--- config.mk ---
export PLATFORM = sky130hd
export DESIGN_NAME = vga_grid_display
export DESIGN_NICKNAME = d
export VERILOG_FILES = /design/src/rtl/vga_pkg.sv /design/src/rtl/vga_timing.sv /design/src/rtl/vga_grid_display.sv
export SDC_FILE = /design/constraint.sdc
export NUM_CORES = 1
export LEC_CHECK = 0
export ABC_AREA = 1
export CAP_MARGIN = 20
export CORE_ASPECT_RATIO = 1.1
export CORE_MARGIN = 2
export CORE_UTILIZATION = 36
export CTS_CLUSTER_DIAMETER = 120
export DETAILED_ROUTE_END_ITERATION = 10
export PLACE_DENSITY_LB_ADDON = 0.08
export REMOVE_ABC_BUFFERS = 1
export SETUP_SLACK_MARGIN = 0.3
export SLEW_MARGIN = 20
export SYNTH_ARGS = -nofsm -noshare
export SYNTH_HDL_FRONTEND = slang
export SYNTH_SLANG_ARGS = --single-unit
--- constraint.sdc ---
create_clock -name clk -period 5.33 [get_ports clk]
set_input_delay 0.533 -clock clk [delete_from_list [all_inputs] [get_ports clk]]
set_output_delay 0.533 -clock clk [all_outputs]
set_load 0.02 [all_outputs]
--- src/rtl/vga_pkg.sv ---
// Shared definitions for the VGA grid display.
// Holds the 640x480@60 timing defaults, the board-cell encodings, the 8-bit
// RRRGGGBB colour constants and a small helper that selects one cell from the
// packed 9-cell board vector.
package vga_pkg;

    // Counter width for hc/vc; wide enough for the 800x521 default raster.
    localparam int unsigned CNT_W = 10;

    // 640x480 horizontal timing, in pixels.
    localparam int unsigned H_PULSE_DEF    = 96;
    localparam int unsigned H_BP_END_DEF   = 144;
    localparam int unsigned H_FP_START_DEF = 784;
    localparam int unsigned H_TOTAL_DEF    = 800;

    // 640x480 vertical timing, in lines.
    localparam int unsigned V_PULSE_DEF    = 2;
    localparam int unsigned V_BP_END_DEF   = 31;
    localparam int unsigned V_FP_START_DEF = 511;
    localparam int unsigned V_TOTAL_DEF    = 521;

    // Grid geometry, in active-area pixels.
    localparam int unsigned GRID_X0_DEF = 80;
    localparam int unsigned GRID_Y0_DEF = 0;
    localparam int unsigned CELL_PX_DEF = 160;
    localparam int unsigned LINE_W_DEF  = 10;
    localparam int unsigned MARGIN_DEF  = 20;

    // Two-bit cell contents; the reserved code renders as empty.
    typedef enum logic [1:0] {
        CellEmpty = 2'b00,
        CellX     = 2'b01,
        CellO     = 2'b10,
        CellRsvd  = 2'b11
    } cell_e;

    // Colour packed as {red[2:0], green[2:0], blue[1:0]}.
    typedef logic [7:0] rgb_t;

    localparam rgb_t COL_BLACK  = 8'b000_000_00;
    localparam rgb_t COL_WHITE  = 8'b111_111_11;
    localparam rgb_t COL_RED    = 8'b111_000_00;
    localparam rgb_t COL_BLUE   = 8'b000_000_11;
    localparam rgb_t COL_YELLOW = 8'b111_111_00;

    // Select cell k (0..8) from the row-major board; out-of-range k reads empty.
    function automatic cell_e cell_at(input logic [17:0] board, input logic [3:0] k);
        cell_e v;
        v = CellEmpty;
        for (int i = 0; i < 9; i++) begin
            if (k == 4'(i)) begin
                v = cell_e'(board[2*i +: 2]);
            end
        end
        return v;
    endfunction

endpackage

--- src/rtl/vga_timing.sv ---
// Raster timing generator.
// Counts hc/vc on pixel strobes and decodes the raw (unregistered) sync levels,
// the active-video window and the end-of-line / end-of-frame strobes.
//
// Ports:
//   clk, rst      system clock, synchronous active-high reset
//   pix_en        one-cycle pixel strobe; counters advance only when set
//   hc, vc        current pixel/line position
//   hsync_raw     low while hc < H_PULSE
//   vsync_raw     low while vc < V_PULSE
//   active        current position lies in the visible area
//   line_end      hc is the last pixel of the line
//   frame_end     hc/vc is the last pixel of the frame
module vga_timing
    import vga_pkg::*;
#(
    parameter int unsigned H_PULSE    = H_PULSE_DEF,
    parameter int unsigned H_BP_END   = H_BP_END_DEF,
    parameter int unsigned H_FP_START = H_FP_START_DEF,
    parameter int unsigned H_TOTAL    = H_TOTAL_DEF,
    parameter int unsigned V_PULSE    = V_PULSE_DEF,
    parameter int unsigned V_BP_END   = V_BP_END_DEF,
    parameter int unsigned V_FP_START = V_FP_START_DEF,
    parameter int unsigned V_TOTAL    = V_TOTAL_DEF
) (
    input  logic             clk,
    input  logic             rst,
    input  logic             pix_en,
    output logic [CNT_W-1:0] hc,
    output logic [CNT_W-1:0] vc,
    output logic             hsync_raw,
    output logic             vsync_raw,
    output logic             active,
    output logic             line_end,
    output logic             frame_end
);

    localparam logic [CNT_W-1:0] H_LAST = CNT_W'(H_TOTAL - 1);
    localparam logic [CNT_W-1:0] V_LAST = CNT_W'(V_TOTAL - 1);

    logic [CNT_W-1:0] hc_q, hc_d;
    logic [CNT_W-1:0] vc_q, vc_d;

    always_comb begin
        line_end  = (hc_q == H_LAST);
        frame_end = line_end && (vc_q == V_LAST);
    end

    always_comb begin
        hc_d = hc_q;
        vc_d = vc_q;
        if (pix_en) begin
            if (line_end) begin
                hc_d = '0;
                vc_d = (vc_q == V_LAST) ? '0 : vc_q + CNT_W'(1);
            end else begin
                hc_d = hc_q + CNT_W'(1);
            end
        end
    end

    always_ff @(posedge clk) begin
        if (rst) begin
            hc_q <= '0;
            vc_q <= '0;
        end else begin
            hc_q <= hc_d;
            vc_q <= vc_d;
        end
    end

    always_comb begin
        hsync_raw = !(hc_q < CNT_W'(H_PULSE));
        vsync_raw = !(vc_q < CNT_W'(V_PULSE));
        active    = (hc_q >= CNT_W'(H_BP_END)) && (hc_q < CNT_W'(H_FP_START)) &&
                    (vc_q >= CNT_W'(V_BP_END)) && (vc_q < CNT_W'(V_FP_START));
    end

    assign hc = hc_q;
    assign vc = vc_q;

endmodule

--- src/rtl/vga_grid_display.sv ---
// Tic-tac-toe board renderer for a VGA raster.
// Draws a 3x3 grid with X marks in red, O marks in blue and the empty cursor
// cell in yellow. Board and cursor are shadowed once per frame so a frame is
// always rendered from one consistent snapshot. Sync and colour are registered
// together on the pixel strobe, one pixel behind the timing counters.
//
// Ports:
//   clk, rst            system clock, synchronous active-high reset
//   pix_en              one-cycle pixel strobe
//   cells[17:0]         board, cell k at [2k+1:2k], row-major
//   cursor[3:0]         highlighted cell 0..8, 9..15 = none
//   hsync, vsync        registered, active-low sync
//   red, green, blue    registered colour (3/3/2 bits)
//   frame_start         one-clk pulse after the board snapshot is taken
module vga_grid_display
    import vga_pkg::*;
#(
    parameter int unsigned H_PULSE    = H_PULSE_DEF,
    parameter int unsigned H_BP_END   = H_BP_END_DEF,
    parameter int unsigned H_FP_START = H_FP_START_DEF,
    parameter int unsigned H_TOTAL    = H_TOTAL_DEF,
    parameter int unsigned V_PULSE    = V_PULSE_DEF,
    parameter int unsigned V_BP_END   = V_BP_END_DEF,
    parameter int unsigned V_FP_START = V_FP_START_DEF,
    parameter int unsigned V_TOTAL    = V_TOTAL_DEF,
    parameter int unsigned GRID_X0    = GRID_X0_DEF,
    parameter int unsigned GRID_Y0    = GRID_Y0_DEF,
    parameter int unsigned CELL_PX    = CELL_PX_DEF,
    parameter int unsigned LINE_W     = LINE_W_DEF,
    parameter int unsigned MARGIN     = MARGIN_DEF
) (
    input  logic        clk,
    input  logic        rst,
    input  logic        pix_en,
    input  logic [17:0] cells,
    input  logic [3:0]  cursor,
    output logic        hsync,
    output logic        vsync,
    output logic [2:0]  red,
    output logic [2:0]  green,
    output logic [1:0]  blue,
    output logic        frame_start
);

    // Grid bounds expressed directly in hc/vc so no subtraction is needed.
    localparam logic [CNT_W-1:0] GX_START  = CNT_W'(H_BP_END + GRID_X0);
    localparam logic [CNT_W-1:0] GX_END    = CNT_W'(H_BP_END + GRID_X0 + 3 * CELL_PX);
    localparam logic [CNT_W-1:0] GY_START  = CNT_W'(V_BP_END + GRID_Y0);
    localparam logic [CNT_W-1:0] GY_END    = CNT_W'(V_BP_END + GRID_Y0 + 3 * CELL_PX);
    localparam logic [CNT_W-1:0] V_LAST    = CNT_W'(V_TOTAL - 1);
    localparam logic [CNT_W-1:0] CELL_LAST = CNT_W'(CELL_PX - 1);
    localparam logic [CNT_W-1:0] LINE_FROM = CNT_W'(CELL_PX - LINE_W);
    localparam logic [CNT_W-1:0] MARK_LO   = CNT_W'(MARGIN);
    localparam logic [CNT_W-1:0] MARK_HI   = CNT_W'(CELL_PX - LINE_W - MARGIN);

    logic [CNT_W-1:0] hc, vc;
    logic             hsync_raw, vsync_raw, active, line_end, frame_end;

    vga_timing #(
        .H_PULSE    (H_PULSE),
        .H_BP_END   (H_BP_END),
        .H_FP_START (H_FP_START),
        .H_TOTAL    (H_TOTAL),
        .V_PULSE    (V_PULSE),
        .V_BP_END   (V_BP_END),
        .V_FP_START (V_FP_START),
        .V_TOTAL    (V_TOTAL)
    ) u_timing (
        .clk       (clk),
        .rst       (rst),
        .pix_en    (pix_en),
        .hc        (hc),
        .vc        (vc),
        .hsync_raw (hsync_raw),
        .vsync_raw (vsync_raw),
        .active    (active),
        .line_end  (line_end),
        .frame_end (frame_end)
    );

    // ------------------------------------------------------------------
    // Incremental cell tracking. The registers always describe the pixel
    // currently addressed by hc/vc, so they are reloaded when the *next*
    // position is the grid origin. Indices saturate at 3 (= past the grid);
    // outside the grid the values are don't-care and masked by in_grid.
    // ------------------------------------------------------------------
    logic [CNT_W-1:0] hc_next, vc_next;
    logic [CNT_W-1:0] col_off_q, col_off_d, row_off_q, row_off_d;
    logic [1:0]       col_idx_q, col_idx_d, row_idx_q, row_idx_d;

    always_comb begin
        hc_next = line_end ? '0 : hc + CNT_W'(1);
        vc_next = (vc == V_LAST) ? '0 : vc + CNT_W'(1);
    end

    always_comb begin
        col_off_d = col_off_q;
        col_idx_d = col_idx_q;
        if (pix_en) begin
            if (hc_next == GX_START) begin
                col_off_d = '0;
                col_idx_d = '0;
            end else if (col_off_q == CELL_LAST) begin
                col_off_d = '0;
                if (col_idx_q != 2'd3) begin
                    col_idx_d = col_idx_q + 2'd1;
                end
            end else begin
                col_off_d = col_off_q + CNT_W'(1);
            end
        end
    end

    always_comb begin
        row_off_d = row_off_q;
        row_idx_d = row_idx_q;
        if (pix_en && line_end) begin
            if (vc_next == GY_START) begin
                row_off_d = '0;
                row_idx_d = '0;
            end else if (row_off_q == CELL_LAST) begin
                row_off_d = '0;
                if (row_idx_q != 2'd3) begin
                    row_idx_d = row_idx_q + 2'd1;
                end
            end else begin
                row_off_d = row_off_q + CNT_W'(1);
            end
        end
    end

    // ------------------------------------------------------------------
    // Pixel classification and colour selection.
    // ------------------------------------------------------------------
    logic [17:0] shadow_cells_q;
    logic [3:0]  shadow_cursor_q;
    logic        in_grid, line_px, mark_px, cursor_hit, cell_is_empty;
    logic [3:0]  cell_k;
    cell_e       cell_v;
    rgb_t        pix_rgb;

    always_comb begin
        in_grid = (hc >= GX_START) && (hc < GX_END) && (vc >= GY_START) && (vc < GY_END);

        // Only the two interior lines per axis are drawn; no outer border.
        line_px = in_grid &&
                  (((col_off_q >= LINE_FROM) && (col_idx_q < 2'd2)) ||
                   ((row_off_q >= LINE_FROM) && (row_idx_q < 2'd2)));

        mark_px = in_grid && !line_px &&
                  (col_off_q >= MARK_LO) && (col_off_q < MARK_HI) &&
                  (row_off_q >= MARK_LO) && (row_off_q < MARK_HI);

        // k = 3*row + col, built from a shift and adds.
        cell_k = {1'b0, row_idx_q, 1'b0} + {2'b00, row_idx_q} + {2'b00, col_idx_q};
        cell_v = cell_at(shadow_cells_q, cell_k);

        cell_is_empty = (cell_v == CellEmpty) || (cell_v == CellRsvd);
        cursor_hit    = in_grid && !line_px && cell_is_empty && (shadow_cursor_q == cell_k);
    end

    always_comb begin
        pix_rgb = COL_BLACK;
        if (!active) begin
            pix_rgb = COL_BLACK;
        end else if (line_px) begin
            pix_rgb = COL_WHITE;
        end else if (mark_px && (cell_v == CellX)) begin
            pix_rgb = COL_RED;
        end else if (mark_px && (cell_v == CellO)) begin
            pix_rgb = COL_BLUE;
        end else if (cursor_hit) begin
            pix_rgb = COL_YELLOW;
        end
    end

    // ------------------------------------------------------------------
    // State and output registers.
    // ------------------------------------------------------------------
    logic hsync_q, vsync_q, frame_start_q;
    rgb_t rgb_q;

    always_ff @(posedge clk) begin
        if (rst) begin
            col_off_q       <= '0;
            col_idx_q       <= '0;
            row_off_q       <= '0;
            row_idx_q       <= '0;
            shadow_cells_q  <= '0;
            shadow_cursor_q <= 4'hF;
            hsync_q         <= 1'b1;
            vsync_q         <= 1'b1;
            rgb_q           <= COL_BLACK;
            frame_start_q   <= 1'b0;
        end else begin
            col_off_q     <= col_off_d;
            col_idx_q     <= col_idx_d;
            row_off_q     <= row_off_d;
            row_idx_q     <= row_idx_d;
            // Strobe is one clk wide, so this flag is a one-clk pulse.
            frame_start_q <= pix_en && frame_end;
            if (pix_en) begin
                hsync_q <= hsync_raw;
                vsync_q <= vsync_raw;
                rgb_q   <= pix_rgb;
            end
            // Snapshot on the last pixel so the whole next frame sees one board.
            if (pix_en && frame_end) begin
                shadow_cells_q  <= cells;
                shadow_cursor_q <= cursor;
            end
        end
    end

    assign hsync       = hsync_q;
    assign vsync       = vsync_q;
    assign red         = rgb_q[7:5];
    assign green       = rgb_q[4:2];
    assign blue        = rgb_q[1:0];
    assign frame_start = frame_start_q;

endmodule

==> results of run 1 <==
[layout make-up]
class,count,area (sq um),area share [%]
Timing Repair Buffer,38,373,7.26
Sequential cell,72,1440,28.1
Clock inverter,2,60.1,1.17
Multi-Input combinational cell,456,2460,47.8
Clock buffer,14,274,5.33
Tap cell,154,193,3.75
Inverter,90,338,6.58
[state kept, by name, summed over array words and instances (netlist names), 2 cells and up]
signal	count
row_off_q	10
row_idx_q	2
col_idx_q	2
col_off_q	10
shadow_cursor_q	4
u_timing.hc	10
rgb_q	3
shadow_cells_q	18
u_timing.vc	10
[power by group through the flow]
stage               clock network, mW  logic, mW  registers [mW]
floorplan                           0     0.0327           0.567
global placement                    0     0.0729           0.568
detailed placement                  0     0.0731           0.568
CTS                             0.694     0.0736           0.557
global route                    0.716     0.0814           0.558
finish                          0.673     0.0729           0.557
[metal layers]
layer,track usage (%),up-vias,share of wire [%]
met3,3.20,16,3.6
met2,28.8,84,47
met4,7.61,0,2.3
met5,0,-,0
met1,22.2,1854,48
li1,-,2143,-
[stage by stage]
step	utilization [%]	hold slack [ns]	setup slack [ns]	power, mW
2_1_floorplan	-	0.432	1.85	0.600
3_3_place_gp	40.3	0.452	1.52	0.641
3_5_place_dp	40.3	0.455	1.45	0.642
4_1_cts	43.1	0.470	1.41	1.32
5_1_grt	43.1	0.499	0.904	1.36
6_report	43.1	0.463	1.40	1.30
[logic make-up after synthesis]
logic type | share of synthesized area, %
AO/OA/AOI/OAI | 14.1
XOR/XNOR | 2.61
adder cells (fa/ha/maj) | 5.50
buffers and inverters | 10.8
flip-flops | 33.0
AND/OR/NAND/NOR | 34.1
[layout by cell type (no fill, tap or decap), types with 3 or more instances in the layout]
cell and count:
a21oi_1 31, xor2_1 11, inv_2 6, dfxtp_1 72, inv_1 84, nor3b_2 3, nand2_1 126, clkbuf_8 3
a211oi_2 3, nor2_1 86, o21ai_1 3, nand2_2 5, nand3_2 5, nor2_4 3, ha_1 16, clkdlybuf4s50_1 35
a211oi_1 7, buf_4 3, nor2_2 5, and3_1 3, o21ai_0 44, o22ai_1 8, nand4_1 16, nand3_1 43
clkbuf_16 9, nor3_1 14
[how the worst max path moves through the flow]
stage | from | endpoint | slack, ns | cells past startpoint
3_5_place_dp | col_idx_q[1] | rgb_q[4] | 1.45 | 24
3_3_place_gp | row_idx_q[0] | rgb_q[4] | 1.52 | 24
6_report | row_idx_q[0] | rgb_q[4] | 1.40 | 24
2_1_floorplan | col_idx_q[1] | rgb_q[4] | 1.85 | 24
5_1_grt | row_idx_q[0] | rgb_q[4] | 0.90 | 24
4_1_cts | row_idx_q[0] | rgb_q[4] | 1.41 | 24
[worst min-delay path: stages (launching register included)]
cell,delay (ns)
dfxtp_1,0.32
a21oi_1,0.06
nand2_1,0.05
==> out/qor.txt, run 1 <==
Iter 0 DRT Violations - 150
Biggest area contributors in the synthesized netlist - dfxtp_1 (33%), nand2_1 (11%), nor2_1 (7.4%)
Pleak - 2.12 nW
Maximum operating frequency - 254 MHz
Post-CTS sizing - 0
Net switching power figure - 0.275 mW
Worst slew pin tran - 0.566 ns
CP Data Arrival Time - 4.19 ns
Total setup violations reported at the end of the flow - 0
Number of synthesized flops with an enable pin - 0
Number of antenna violations at the first check in global routing - 0
Summed instance area of the synthesized netlist - 0.00437 sq mm
FILL cells - 1,234
Number of rows in the core area - 42
Antenna diodes - 0
Startpoint class of the critical path - register
Non-filler cells, final - 826
Post-synthesis sequential area ratio - 33.0%
Horizontal die dimension - 109 um
Die Y - 120 um
Root buffer cell - clkbuf_16
Core area - 0.0119 sq mm
Sw Share - 21.1%
Power share of the sequential group - 42.8%
CTS HTree Levels - 3
Number of synthesis warnings - 0
Most used standard cells in the synthesized netlist - nand2_1 (126), nor2_1 (86), inv_1 (84)
Type of the setup path with the least slack - register to register
Most used flip-flop cell after synthesis - dfxtp_1
Area Overhead vs Synth - 17.5%
Clock share of power - 51.6%
Drt first pass iters - 5
Mean cell area of the mapped netlist - 6.81 sq um
Fin nets - 710
Die outline area - 0.0130 sq mm
Total negative slack - 0 ns
Number of global-route vias before repair - 3,936
Data required time at the worst endpoint - 5.59 ns
Worst Path Max Fanout - 4
Power Internal - 1.03 mW
Reg-to-reg endpoint - rgb_q[4]
Post-synthesis register bit count - 72
Number of placed instances with taps included - 810
Buffer count from post-CTS setup fixing - 0
Wire length after detailed routing - 10.8 mm
Wire length of the first global-routing pass - 18.2 mm
CTS Sinks - 72
Vias post-DR - 4,097
Outcome - finished clean
Slew Viols, Final - 0
Largest net degree at the start of global routing - 31
Most frequent cell after synthesis - nand2_1
CTS Buf Count - 9
Remaining design rule violation count - 0
Hold Path Origin - vsync
Worst path max stage delay - 0.50 ns
Biggest area consumer among synthesized cells - dfxtp_1
Placement-stage cell area - 0.00480 sq mm
Worst-case vdd ir drop - 0.108 mV
Proportion of layout cells with a drive suffix above 1 - 8.18%
Hold path cells - 2
Placer Congestion - 0.891
Type of the most critical hold path - register to register
Relative slew slack - 62.2%
Number of failing hold endpoints at the final stage - 0
Tcrit/Tclk final - 73.8%
Worst clock skew - 0.00410 ns
Final critical-path required period - 3.93 ns
Buffers and inverters on the worst path - 4
Post-Syn Instances - 642
Total grt overflow - 0
Vias/cell - 4.96
R2r worst-path depth - 24
Most prevalent standard cell on the critical path - a21oi_1
Overall fraction of global-route tracks in use - 17.5%
Min-Delay Endpoint - vsync
Endpoint type of the worst setup path - register
Largest delay contributor family on the critical path - adder cells
Startpoint of the worst-slack reg-to-reg timing path - row_idx_q[0]
Ys async rst share - 0%
Finished Cell Area - 0.00514 sq mm
Final routed wire length divided by cell count - 13.0 um
RSZ-0062 raised after global routing - false
Cell with the biggest individual delay on the critical path - fa_1
Hold buffers post-CTS - 0
Post-detailed-placement half-perimeter wirelength - 7.91 mm
Reg clk slew, reported paths - 0.06 ns
Worst R2R Setup Slack - 1.40 ns
Fraction of power consumed by combinational cells - 5.6%
Port Buffer Count - 35
Top-Level Pins - 36
Areal power density over the cells - 254 mW/mm^2
Number of antenna-violating nets in the routed design - 0
TritonCTS clock tree - done
Clk Latency, worst-skew pair - 0.33 ns
Maximum buffer depth of the clock tree - 2
Max-cap violation count - 0
Share of Yosys cell area claimed by the top area cell type - 33.0%
Initial core utilization - 36.6%
Netlist cell types - 44
Cells traversed along the worst timing path - inv_1 -> fa_1 -> inv_1 -> ha_1 -> inv_1 -> fa_1 -> nand2_1 -> inv_1 -> nand3_1 -> o21ai_0 -> a21oi_1 -> o21ai_0 -> a21oi_1 -> o21ai_0 -> a21oi_1 -> a21oi_1 -> ha_1 -> o21a_1 -> o2111ai_1 -> nor3_1 -> o211ai_1 -> nand2_1 -> nand3_1 -> a21oi_1
Note: power is estimated with default switching activity, not from simulation.
==> run 2: changes to the inputs <==
clock period = 3.95 ns   (was 5.33 ns; I/O delays follow)
==> run 2 against run 1 <==
Clock skew up 0.0014 ns; die area unchanged; wire length down 0.41%; core utilization up 1.1 points; sequential share of layout area down 0.63 points; maximum frequency up 7.2%; sequential power up 35%; register-to-register slack worse by 1.1 ns; non-clock buffer count up 10; combinational power up 36%; via count up 0.20%.
==> out/qor.txt, run 2 (synthesized netlist as in run 1, its figures left out) <==
Endpoint type of the worst setup path - register
Data required time at the worst endpoint - 4.17 ns
Type of the setup path with the least slack - register to register
Number of failing hold endpoints at the final stage - 0
Maximum operating frequency - 273 MHz
Post-detailed-placement half-perimeter wirelength - 7.87 mm
Total negative slack - 0 ns
Critical path launch point - col_idx_q[1]
Overall fraction of global-route tracks in use - 17.8%
Leading cell types in the layout, fill and taps excluded - nand2_1 (124), nor2_1 (86), inv_1 (79)
Maximum buffer depth of the clock tree - 2
Number of antenna-violating nets in the routed design - 0
Number of rows in the core area - 42
Core area - 0.0119 sq mm
TritonCTS clock tree - done
Number of antenna violations at the first check in global routing - 0
Final critical-path required period - 3.67 ns
Final total power - 1.74 mW
Outcome - finished clean
Total grt overflow - 0
Port Buffer Count - 35
Cell with the biggest individual delay on the critical path - fa_1
Remaining design rule violation count - 0
Most frequent standard cell in the layout excluding fill and tap cells - nand2_1
Worst Path Max Fanout - 4
Hold Path Origin - shadow_cells_q[7]
Slew Viols, Final - 0
Number of global-route vias before repair - 3,911
Placer Congestion - 0.862
Total setup violations reported at the end of the flow - 0
Vias/cell - 4.91
Largest net degree at the start of global routing - 32
Horizontal die dimension - 109 um
Startpoint class of the critical path - register
Hold buffers post-CTS - 0
Max-cap violation count - 0
Proportion of layout cells with a drive suffix above 1 - 12.5%
Largest delay contributor family on the critical path - adder cells
Die outline area - 0.0130 sq mm
Fin nets - 720
Placement-stage cell area - 0.00482 sq mm
Worst path max stage delay - 0.54 ns
Area Overhead vs Synth - 20.4%
Reg clk slew, reported paths - 0.06 ns
Wire length of the first global-routing pass - 18.1 mm
Iter 0 DRT Violations - 161
Tcrit/Tclk final - 92.9%
CTS Buf Count - 9
Type of the most critical hold path - register to register
Final routed wire length divided by cell count - 12.8 um
Number of placed instances with taps included - 813
Clk Latency, worst-skew pair - 0.35 ns
Initial core utilization - 36.6%
Startpoint of the worst-slack reg-to-reg timing path - col_idx_q[1]
Die Y - 120 um
Most flop-heavy register - shadow_cells_q
Wire length after detailed routing - 10.7 mm
Flip-flop count of the largest register, all copies and words added - 18
Worst clock skew - 0.00545 ns
Top-Level Pins - 36
Antenna diodes - 0
CP Data Arrival Time - 3.89 ns
Non-filler cells, final - 836
Pleak - 2.16 nW
Worst slew pin tran - 0.530 ns
Root buffer cell - clkbuf_16
RSZ-0062 raised after global routing - true
Finished Cell Area - 0.00526 sq mm
Areal power density over the cells - 330 mW/mm^2
Drt first pass iters - 5
CTS Sinks - 72
FILL cells - 1,243
CTS HTree Levels - 3
Buffers and inverters on the worst path - 9
Relative slew slack - 64.6%
Vias post-DR - 4,105
Worst-case vdd ir drop - 0.237 mV
run 2: changes by cell type in the layout (fill, tap and decap cells not counted), moves of 3 or more:
cell / change
inv_2: +4
nand3_1: -3
buf_4: +7
o21ai_1: +4
nand3_2: +3
inv_1: -5
o21ai_0: -4
buf_6: +3
run 2: path summary, 6_finish.rpt:
check	end	slack, ns	cells after the start
hold / removal	shadow_cells_q[7]	0.47	2
setup / recovery	rgb_q[6]	0.28	27
setup reg to reg	rgb_q[6]	0.28	27
hold reg to reg	shadow_cells_q[7]	0.47	2
run 2: what timing repair did:
item | CTS | global route
pin swaps | 11 | 10
setup buffers | 6 | 1
endpoints found under the setup margin | 2 | 3
gates resized for setup | 14 | 13
run 2: power by group:
| part | internal [mW] | switching (mW) |
|---|---|---|
| Combinational | 0.0450 | 0.0541 |
| Sequential | 0.737 | 0.0137 |
| Clock | 0.569 | 0.320 |
| Total | 1.35 | 0.388 |
run 2: layer usage:
layer	vias to the layer above	track usage, %	wire length (um)
met5	-	0	0
met4	0	8.65	252
met3	14	3.15	335
met2	69	30.0	5210
met1	1867	21.8	4930
li1	2155	-	-
run 2: through the flow:
step	utilization (%)	hold WS, ns	setup WS [ns]
after floorplan	-	0.432	0.466
after global placement	40.4	0.457	0.139
after detailed placement	40.4	0.456	0.0354
after CTS	43.7	0.471	0.168
after global routing	44.1	0.497	0.0281
final	44.1	0.465	0.281
run 2: final cells by class:
cell class                 count  area (sq um)  area share (%)
multi-input combinational    456          2500            47.6
timing repair buffer          48           459            8.73
sequential                    72          1440            27.4
clock buffer                  11           243            4.61
clock inverter                 5          80.1            1.52
tap                          154           193            3.66
inverter                      90           340            6.47
run 2: worst reg2reg max path, delay by kind of cell, from the launching register on:
kind	cells	cell delay (ns)
AOI/OAI and AO/OA	8	0.85
adders and majority gates	4	1.34
buffers and inverters	9	0.60
and+or+nand+nor	6	0.43
DFF	1	0.33
